**config.mk**
```make
export PLATFORM = sky130hd
export DESIGN_NAME = mem_access_ctrl
export DESIGN_NICKNAME = d
export VERILOG_FILES = /design/src/rtl/pipeline_pkg.sv /design/src/rtl/mem_timeout_counter.sv /design/src/rtl/mem_access_ctrl.sv
export SDC_FILE = /design/constraint.sdc
export NUM_CORES = 1
export LEC_CHECK = 0
export CAP_MARGIN = 20
export CORE_UTILIZATION = 38
export DETAILED_ROUTE_END_ITERATION = 8
export GPL_ROUTABILITY_DRIVEN = 0
export GPL_TIMING_DRIVEN = 0
export PLACE_DENSITY_LB_ADDON = 0.12
export SLEW_MARGIN = 5
export SYNTH_ARGS = -nofsm -noshare
export SYNTH_HDL_FRONTEND = slang
export SYNTH_SLANG_ARGS = --single-unit
```
**constraint.sdc**
```tcl
create_clock -name clock -period 2 [get_ports clock]
set_clock_uncertainty 0.2 [all_clocks]
set_input_delay 0.4 -clock clock [delete_from_list [all_inputs] [get_ports clock]]
set_output_delay 0.4 -clock clock [all_outputs]
set_load 0.05 [all_outputs]
```
**src/rtl/pipeline_pkg.sv**
```systemverilog
`default_nettype none
// ============================================================================
//  Module   : pipeline_pkg
//  Purpose  : Types and constants shared by the pipeline stage controllers.
//             Provides the MEM-stage access state encoding, the data word
//             width and the word-alignment mask.
//  Ports    : none (package)
//  Revision : 1.0  initial release
// ============================================================================
package pipeline_pkg;

  localparam int WORD_W = 32;

  // Low address bits that must be zero for a word access.
  localparam logic [1:0] ALIGN_MASK = 2'b11;

  typedef enum logic [1:0] {
    IDLE = 2'd0,
    WAIT = 2'd1,
    DONE = 2'd2
  } mem_state_t;

endpackage : pipeline_pkg
`default_nettype wire

```
**src/rtl/mem_timeout_counter.sv**
```systemverilog
`default_nettype none
// ============================================================================
//  Module   : mem_timeout_counter
//  Purpose  : Saturating wait-cycle counter for a memory handshake. Counts
//             cycles while enabled, never wraps (stops at LIMIT), and flags
//             the cycle in which the count equals LIMIT-1, i.e. the last
//             permitted wait cycle.
//  Ports    : clock   - clock, all state on posedge
//             reset   - synchronous active-high reset
//             clear   - synchronous clear of the count
//             enable  - count this cycle
//             expired - count == LIMIT-1
//  Revision : 1.0  initial release
// ============================================================================
module mem_timeout_counter #(
  parameter int LIMIT = 255
) (
  input  logic clock,
  input  logic reset,
  input  logic clear,
  input  logic enable,
  output logic expired
);

  localparam int CW = $clog2(LIMIT + 1);
  localparam logic [CW-1:0] COUNT_MAX  = CW'(LIMIT);
  localparam logic [CW-1:0] COUNT_LAST = CW'(LIMIT - 1);

  logic [CW-1:0] count;

  always_ff @(posedge clock) begin
    if (reset || clear) begin
      count <= '0;
    end else if (enable && (count != COUNT_MAX)) begin
      count <= count + CW'(1);
    end
  end

  assign expired = (count == COUNT_LAST);

endmodule : mem_timeout_counter
`default_nettype wire

```
**src/rtl/mem_access_ctrl.sv**
```systemverilog
`default_nettype none
// ============================================================================
//  Module   : mem_access_ctrl
//  Purpose  : MEM-stage data-memory access controller. Converts the held
//             EX/MEM MemRead/MemWrite request into a req/ack transaction on
//             a multi-cycle memory port, stalls the pipeline while the
//             access is in flight, returns load data and flags misaligned
//             or timed-out accesses.
//  Ports    : clock, reset            - clock / sync active-high reset
//             MemRead_in, MemWrite_in - request from EX/MEM
//             addr_in, wdata_in       - address / store data from EX/MEM
//             stall                   - 1 = pipeline registers hold
//             busy                    - controller not idle
//             mem_req, mem_we         - memory request / write select
//             mem_addr, mem_wdata     - memory address / store data
//             mem_ack, mem_rdata      - memory completion / read data
//             load_data, load_valid   - captured load data / load done pulse
//             align_fault             - misaligned request pulse
//             bus_error               - timeout pulse
//  Revision : 1.0  initial release
// ============================================================================
module mem_access_ctrl
  import pipeline_pkg::*;
#(
  parameter int TIMEOUT_CYCLES = 255
) (
  input  logic              clock,
  input  logic              reset,
  input  logic              MemRead_in,
  input  logic              MemWrite_in,
  input  logic [WORD_W-1:0] addr_in,
  input  logic [WORD_W-1:0] wdata_in,
  output logic              stall,
  output logic              busy,
  output logic              mem_req,
  output logic              mem_we,
  output logic [WORD_W-1:0] mem_addr,
  output logic [WORD_W-1:0] mem_wdata,
  input  logic              mem_ack,
  input  logic [WORD_W-1:0] mem_rdata,
  output logic [WORD_W-1:0] load_data,
  output logic              load_valid,
  output logic              align_fault,
  output logic              bus_error
);

  mem_state_t state;

  logic req_present;
  logic misaligned;
  logic start_access;
  logic tmo_enable;
  logic tmo_expired;

  assign req_present  = MemRead_in | MemWrite_in;
  assign misaligned   = |(addr_in[1:0] & ALIGN_MASK);
  assign start_access = (state == IDLE) && req_present && !misaligned;

  // Stall must rise in the same cycle the request is seen so EX/MEM keeps
  // the instruction; it drops in DONE so the stage advances exactly once.
  assign stall = start_access || (state == WAIT);

  assign tmo_enable = (state == WAIT) && !mem_ack;

  mem_timeout_counter #(
    .LIMIT(TIMEOUT_CYCLES)
  ) u_timeout (
    .clock  (clock),
    .reset  (reset),
    .clear  (start_access),
    .enable (tmo_enable),
    .expired(tmo_expired)
  );

  always_ff @(posedge clock) begin
    if (reset) begin
      state       <= IDLE;
      busy        <= 1'b0;
      mem_req     <= 1'b0;
      mem_we      <= 1'b0;
      mem_addr    <= '0;
      mem_wdata   <= '0;
      load_data   <= '0;
      load_valid  <= 1'b0;
      align_fault <= 1'b0;
      bus_error   <= 1'b0;
    end else begin
      // Status pulses last one cycle unless re-asserted below.
      load_valid  <= 1'b0;
      align_fault <= 1'b0;
      bus_error   <= 1'b0;

      case (state)
        IDLE: begin
          if (req_present) begin
            if (misaligned) begin
              align_fault <= 1'b1;
            end else begin
              mem_addr  <= addr_in;
              mem_wdata <= wdata_in;
              // A simultaneous read+write request is treated as a store.
              mem_we    <= MemWrite_in;
              mem_req   <= 1'b1;
              busy      <= 1'b1;
              state     <= WAIT;
            end
          end
        end

        WAIT: begin
          if (mem_ack) begin
            mem_req <= 1'b0;
            state   <= DONE;
            if (!mem_we) begin
              load_data  <= mem_rdata;
              load_valid <= 1'b1;
            end
          end else if (tmo_expired) begin
            mem_req   <= 1'b0;
            bus_error <= 1'b1;
            load_data <= '0;
            state     <= DONE;
          end
        end

        DONE: begin
          // Return to IDLE regardless of inputs: the same instruction is
          // still held in EX/MEM during this cycle and must not re-issue.
          busy  <= 1'b0;
          state <= IDLE;
        end

        default: begin
          busy    <= 1'b0;
          mem_req <= 1'b0;
          state   <= IDLE;
        end
      endcase
    end
  end

endmodule : mem_access_ctrl
`default_nettype wire

```
After elaboration in Yosys (flattened, before gate mapping)

Index checks and enable logic that the tools add are counted.

Register bits: 112
Input bits: 101

Eq/ne operators: 8
Bitwise operators: 7
Add/subtract/negate cells: 1
Mux-type cells: 17
Reductions and logical operators: 19

Operator list:

| cell                                                 | count |
|---|---|
| 2-to-1 mux 32 bit                                    | 3 |
| AND reduction 3 bit                                  | 4 |
| OR reduction 3 bit                                   | 3 |
| adder 8 x 1 -> 8 bit (second input constant)         | 1 |
| equality test 8 bit (second input constant)          | 1 |
| 2-to-1 mux 2 bit                                     | 4 |
| inequality test 8 bit (second input constant)        | 1 |
| 2-to-1 mux 1 bit                                     | 7 |
| inequality test 2 bit (second input constant)        | 3 |
| inverter 1 bit                                       | 6 |
| logical AND 1 bit                                    | 4 |
| case mux 2 bit (2 select lines)                      | 1 |
| AND reduction 4 bit                                  | 1 |
| inequality test 3 bit (second input constant)        | 1 |
| case mux 1 bit (3 select lines)                      | 1 |
| equality test 2 x 1 -> 1 bit (second input constant) | 1 |
| equality test 2 bit (second input constant)          | 1 |
| zero test 1 bit                                      | 2 |
| zero test 2 bit                                      | 1 |
| logical OR 1 bit                                     | 2 |
| case mux 1 bit (2 select lines)                      | 1 |
| nonzero test 2 bit                                   | 1 |
| OR reduction 2 bit                                   | 1 |
| bitwise OR 1 bit                                     | 1 |

Depth between registers and ports, before layout

Gate-level depths: netlist of run 1.

Depth after elaboration: 4
Mapped depth: 6
Depth with buffers taken out: 5

Hierarchy

From an unflattened synthesis of run 1, not the netlist that was laid out.

Cell total of the unflattened synthesis: 500
Area, all modules: 5053.6 um^2

Modules (own cells, without submodules):

| module              | area each (um^2) | cells an instance | instances |
|---|---|---|---|
| mem_access_ctrl     | 4604.4           | 450               | 1 |
| mem_timeout_counter | 449.2            | 50                | 1 |

Worst setup path after synthesis of run 1

Ideal clock, no wire load.

Kind: input-to-reg
Start point: input port addr_in[0]
End point: register mem_addr[10]
Library setup time: 0.117 ns
Slack: 0.103 ns
Stages on the path: 5
Data arrival time: 1.580 ns
Cell sequence: or4_4 and2_1 buf_6 buf_6 a22o_1

Cells in the longest elaborated chain, start to end: 3

RTL lines:

| what                                 | line                  | RTL |
|---|---|---|
| start, declared                      | mem_access_ctrl.sv:31 | `input logic [WORD_W-1:0] addr_in,` |
| OR reduction 2 bit                   | mem_access_ctrl.sv:56 | `assign misaligned = \|(addr_in[1:0] & ALIGN_MASK);` |
| inverter 1 bit (no source line)      | -                     |  |
| AND reduction 3 bit (no source line) | -                     |  |
| end signal, assigned                 | mem_access_ctrl.sv:99 | `mem_addr <= addr_in;` |
| end, declared                        | mem_access_ctrl.sv:37 | `output logic [WORD_W-1:0] mem_addr,` |

Every way passes these cells.
A chain may end at the register's enable or synchronous reset.

Worst setup path in the final report of run 1

Start point: register state[0]
End point: output port stall

Cells in the longest elaborated chain, start to end: 4
Elaborated cells between the ends (all ways): 5
Classes of those cells: 1 x eq/ne; 4 x reduce/logical

RTL lines:

| what                           | line                   | RTL |
|---|---|---|
| start, declared                | mem_access_ctrl.sv:47  | `mem_state_t state;` |
| start signal, assigned         | mem_access_ctrl.sv:77  | `state <= IDLE;` |
| start signal, assigned         | mem_access_ctrl.sv:105 | `state <= WAIT;` |
| start signal, assigned         | mem_access_ctrl.sv:113 | `state <= DONE;` |
| zero test 2 bit                | mem_access_ctrl.sv:57  | `assign start_access = (state == IDLE) && req_present && !misaligned;` |
| logical AND 1 bit (2 in a row) | mem_access_ctrl.sv:57  |  |
| logical OR 1 bit *             | mem_access_ctrl.sv:61  | `assign stall = start_access \|\| (state == WAIT);` |
| end, declared                  | mem_access_ctrl.sv:33  | `output logic stall,` |

Mark *: on every way between the ends. The rest lies on a longest branch, timed or not.

==> run_results.csv, run 1 <==
group,metric,value,unit
status,status,"finished with violations",
status,violations,"negative setup slack",
layout,layout_commonest_cell,"dfxtp_1",
sta,setup_viol,61,
layout,area_growth,63.8,%
floorplanning,start_util,39.3,%
clock_tree,clockBufferDepth,2,
power,ir_worst_vdd,0.389,mV
routing,wirelength,10.1,mm
flow_run,maxCapViolCount,0,
sta,fin_hold_ws,0.175,ns
clock_tree,cts_sinks,112,
layout,layout.nets,610,
sta,rsz0062_at_grt,"true",
clock_tree,cts-buffers-inserted,9,
global_routing,grt_pass1_wl,15.8,mm
synthesis,syn_avg_cell_area,12.5,sq um
place,numPlacedInstances,623,
critical_path,arrival,1.51,ns
synthesis,syn_nets,394,
global_routing,overflow,0,
floorplanning,ios,204,
global_routing,antenna_found_initial,0,
synthesis,synth_edf_count,0,
synthesis,ys_ff_latch,112,
power,power_frac_comb,18.3,%
floorplanning,die_width,99.7,um
routing,dr.first_iter.drc_count,58,
sta,max_freq,475,MHz
layout,n_antenna_cell,0,
routing,vias,3126,
synthesis,syn_inst,291,
routing,avgViaCountPerCell,4.88,
clock_tree,htreeDepth,3,
layout,fillCellCount,813,
power,p_total,4.38,mW
sta,slew_viol_final,0,
synthesis,yosys_warnings,0,
synthesis,synth_ff_type,"dfxtp_1",
layout,final_cell_mix,"dfxtp_1 (111), dlygate4sd2_1 (105), clkdlybuf4s50_1 (96)",
min_path,min_path_type,"input pin to register",
floorplanning,coreArea,9240,sq um
routing,detail-route-antenna-nets,0,
routing,first_pass_iters,4,
sta,final.period_utilization,105,%
place,post_dp_cell_area,5820,sq um
place,hpwlAfterDp,7.66,mm
clock_tree,clk_pin_slew_worst_paths,0.10,ns
power,p_sw,1.26,mW
synthesis,synth_area,3630,sq um
layout,fin_cells,641,
clock_tree,clockRootBuffer,"clkbuf_8",
power,p_leak,2.81,nW
layout,drive_gt1_share,8.79,%
sta,slew_headroom,58.4,%
clock_tree,hold_buffers,0,
power,switching_share,28.7,%
critical_path,worstSetupEndpointType,"output pin",
power,clkPwrFrac,28.0,%
floorplanning,die_h,99.7,um
sta,worst_slack,-0.107,ns
power,power.internal,3.12,mW
global_routing,track_usage,20.6,%
global_routing,grt_pass1_vias,3103,
critical_path,cp.required,1.40,ns
sta,period_needed,2.11,ns
sta,tightest_slew,0.623,ns
critical_path,start_kind,"register",
clock_tree,cts_tree,"built",
synthesis,ys_types,33,
routing,wl_per_cell,15.8,um
floorplanning,die-area,9940,sq um
floorplanning,rows,35,
place,portBuffers,203,
sta,finalHoldViolCount,0,
critical_path,criticalPathCategory,"register to output pin",
global_routing,grt_start_max_net_pins,19,
synthesis,async_flop_share,0,%
layout,final_area,5940,sq um
power,p_per_area,737,nW/um^2
synthesis,yosysSeqAreaShare,61.8,%
critical_path,path_max_fanout,2,
routing,drc,0,
power,p_seq_share,53.7,%
clock_tree,clk_latency,0.37,ns
layout,final_util,64.3,%
==> power groups by stage <==
stage	logic [mW]	registers (mW)	clock network (mW)
2_1_floorplan	0.164	2.68	0
3_3_place_gp	0.835	2.40	0
3_5_place_dp	0.842	2.41	0
4_1_cts	0.804	2.35	1.27
5_1_grt	0.844	2.36	1.37
6_report	0.803	2.35	1.23
==> timing repair <==
item	4_1_cts	5_1_grt
buffers inserted	2	0
gates resized for setup	123	11
pin swaps	3	2
cloned	1	0
endpoints found under the setup margin	194	99
==> worst max-delay path, stage by stage (launching register included) <==
cell and delay, ns:
dfxtp_2 0.33, o21bai_4 0.16, or4_4 0.44, nand2_4 0.08, buf_8 0.14
==> final timing paths <==
| kind | start | to | slack [ns] | depth (start not counted) |
|---|---|---|---|---|
| worst min register to register | busy$_SDFFE_PP0P_ | busy$_SDFFE_PP0P_ | 0.27 | 1 |
| worst min-delay path | addr_in[1] | align_fault$_SDFF_PP0_ | 0.18 | 3 |
| worst max register to register | state[0]$_SDFFE_PP0P_ | mem_wdata[15]$_SDFFE_PP0P_ | -0.06 | 7 |
| worst max-delay path | state[0]$_SDFFE_PP0P_ | stall | -0.11 | 4 |
==> synth_stat cells (3+ instances only) <==
cell | instances | area share [%]
and3_1 | 4 | 0.69
nor2_1 | 10 | 1.0
nor3_1 | 3 | 0.41
a22o_1 | 95 | 23
dfxtp_1 | 112 | 62
buf_2 | 8 | 1.1
inv_1 | 3 | 0.31
nand2_1 | 3 | 0.31
and2_1 | 3 | 0.52
xnor2_1 | 4 | 0.97
buf_6 | 7 | 2.2
clkbuf_1 | 6 | 0.62
a21oi_1 | 3 | 0.41
==> layer usage <==
layer,vias to the layer above,track usage [%],share of wire (%)
met5,-,0,0
met4,0,7.81,1.4
met3,12,5.62,8.2
met2,123,35.8,49
met1,1452,24.2,42
li1,1539,-,-
==> cell families after synthesis <==
group | synth area share (%)
AOI/OAI and AO/OA | 25.7
xor gates and xnor gates | 1.45
adders and majority gates | 0.690
buffers and inverters | 4.21
DFF | 61.8
and+or+nand+nor | 6.17
==> sequential cells by signal (all words and copies together), names as in the netlist <==
name             count
align_fault          1
mem_addr            32
mem_we               1
busy                 1
state                2
load_valid           1
bus_error            1
mem_req              1
mem_wdata           32
u_timeout.count      8
load_data           32
==> through the flow <==
| step | setup slack [ns] | TNS (ns) |
|---|---|---|
| after floorplan | 0.103 | 0 |
| after global placement | -0.909 | -42.81 |
| after detailed placement | -0.909 | -44.98 |
| after CTS | -0.236 | -8.58 |
| after global routing | -0.168 | -5.82 |
| final | -0.107 | -2.10 |
==> cell type report <==
type	count	area, sq um	area share (%)
Tap cell	129	161	2.72
Multi-Input combinational cell	155	1270	21.4
Clock buffer	11	131	2.21
Timing Repair Buffer	206	1930	32.4
Inverter	3	11.3	0.189
Clock inverter	5	42.5	0.716
Sequential cell	112	2240	37.7
Buffer	20	154	2.59
(Power assumes the default switching activity.)
==> run 2, diff against run 1 <==
--- a/config.mk
+++ b/config.mk
@@ -8,10 +8,8 @@
 export CAP_MARGIN = 20
 export CORE_UTILIZATION = 38
 export DETAILED_ROUTE_END_ITERATION = 8
-export GPL_ROUTABILITY_DRIVEN = 0
 export GPL_TIMING_DRIVEN = 0
 export PLACE_DENSITY_LB_ADDON = 0.12
-export SLEW_MARGIN = 5
 export SYNTH_ARGS = -nofsm -noshare
 export SYNTH_HDL_FRONTEND = slang
 export SYNTH_SLANG_ARGS = --single-unit
==> results of run 2 <==
Final layout, timing and power as in run 1 (identical DEF).
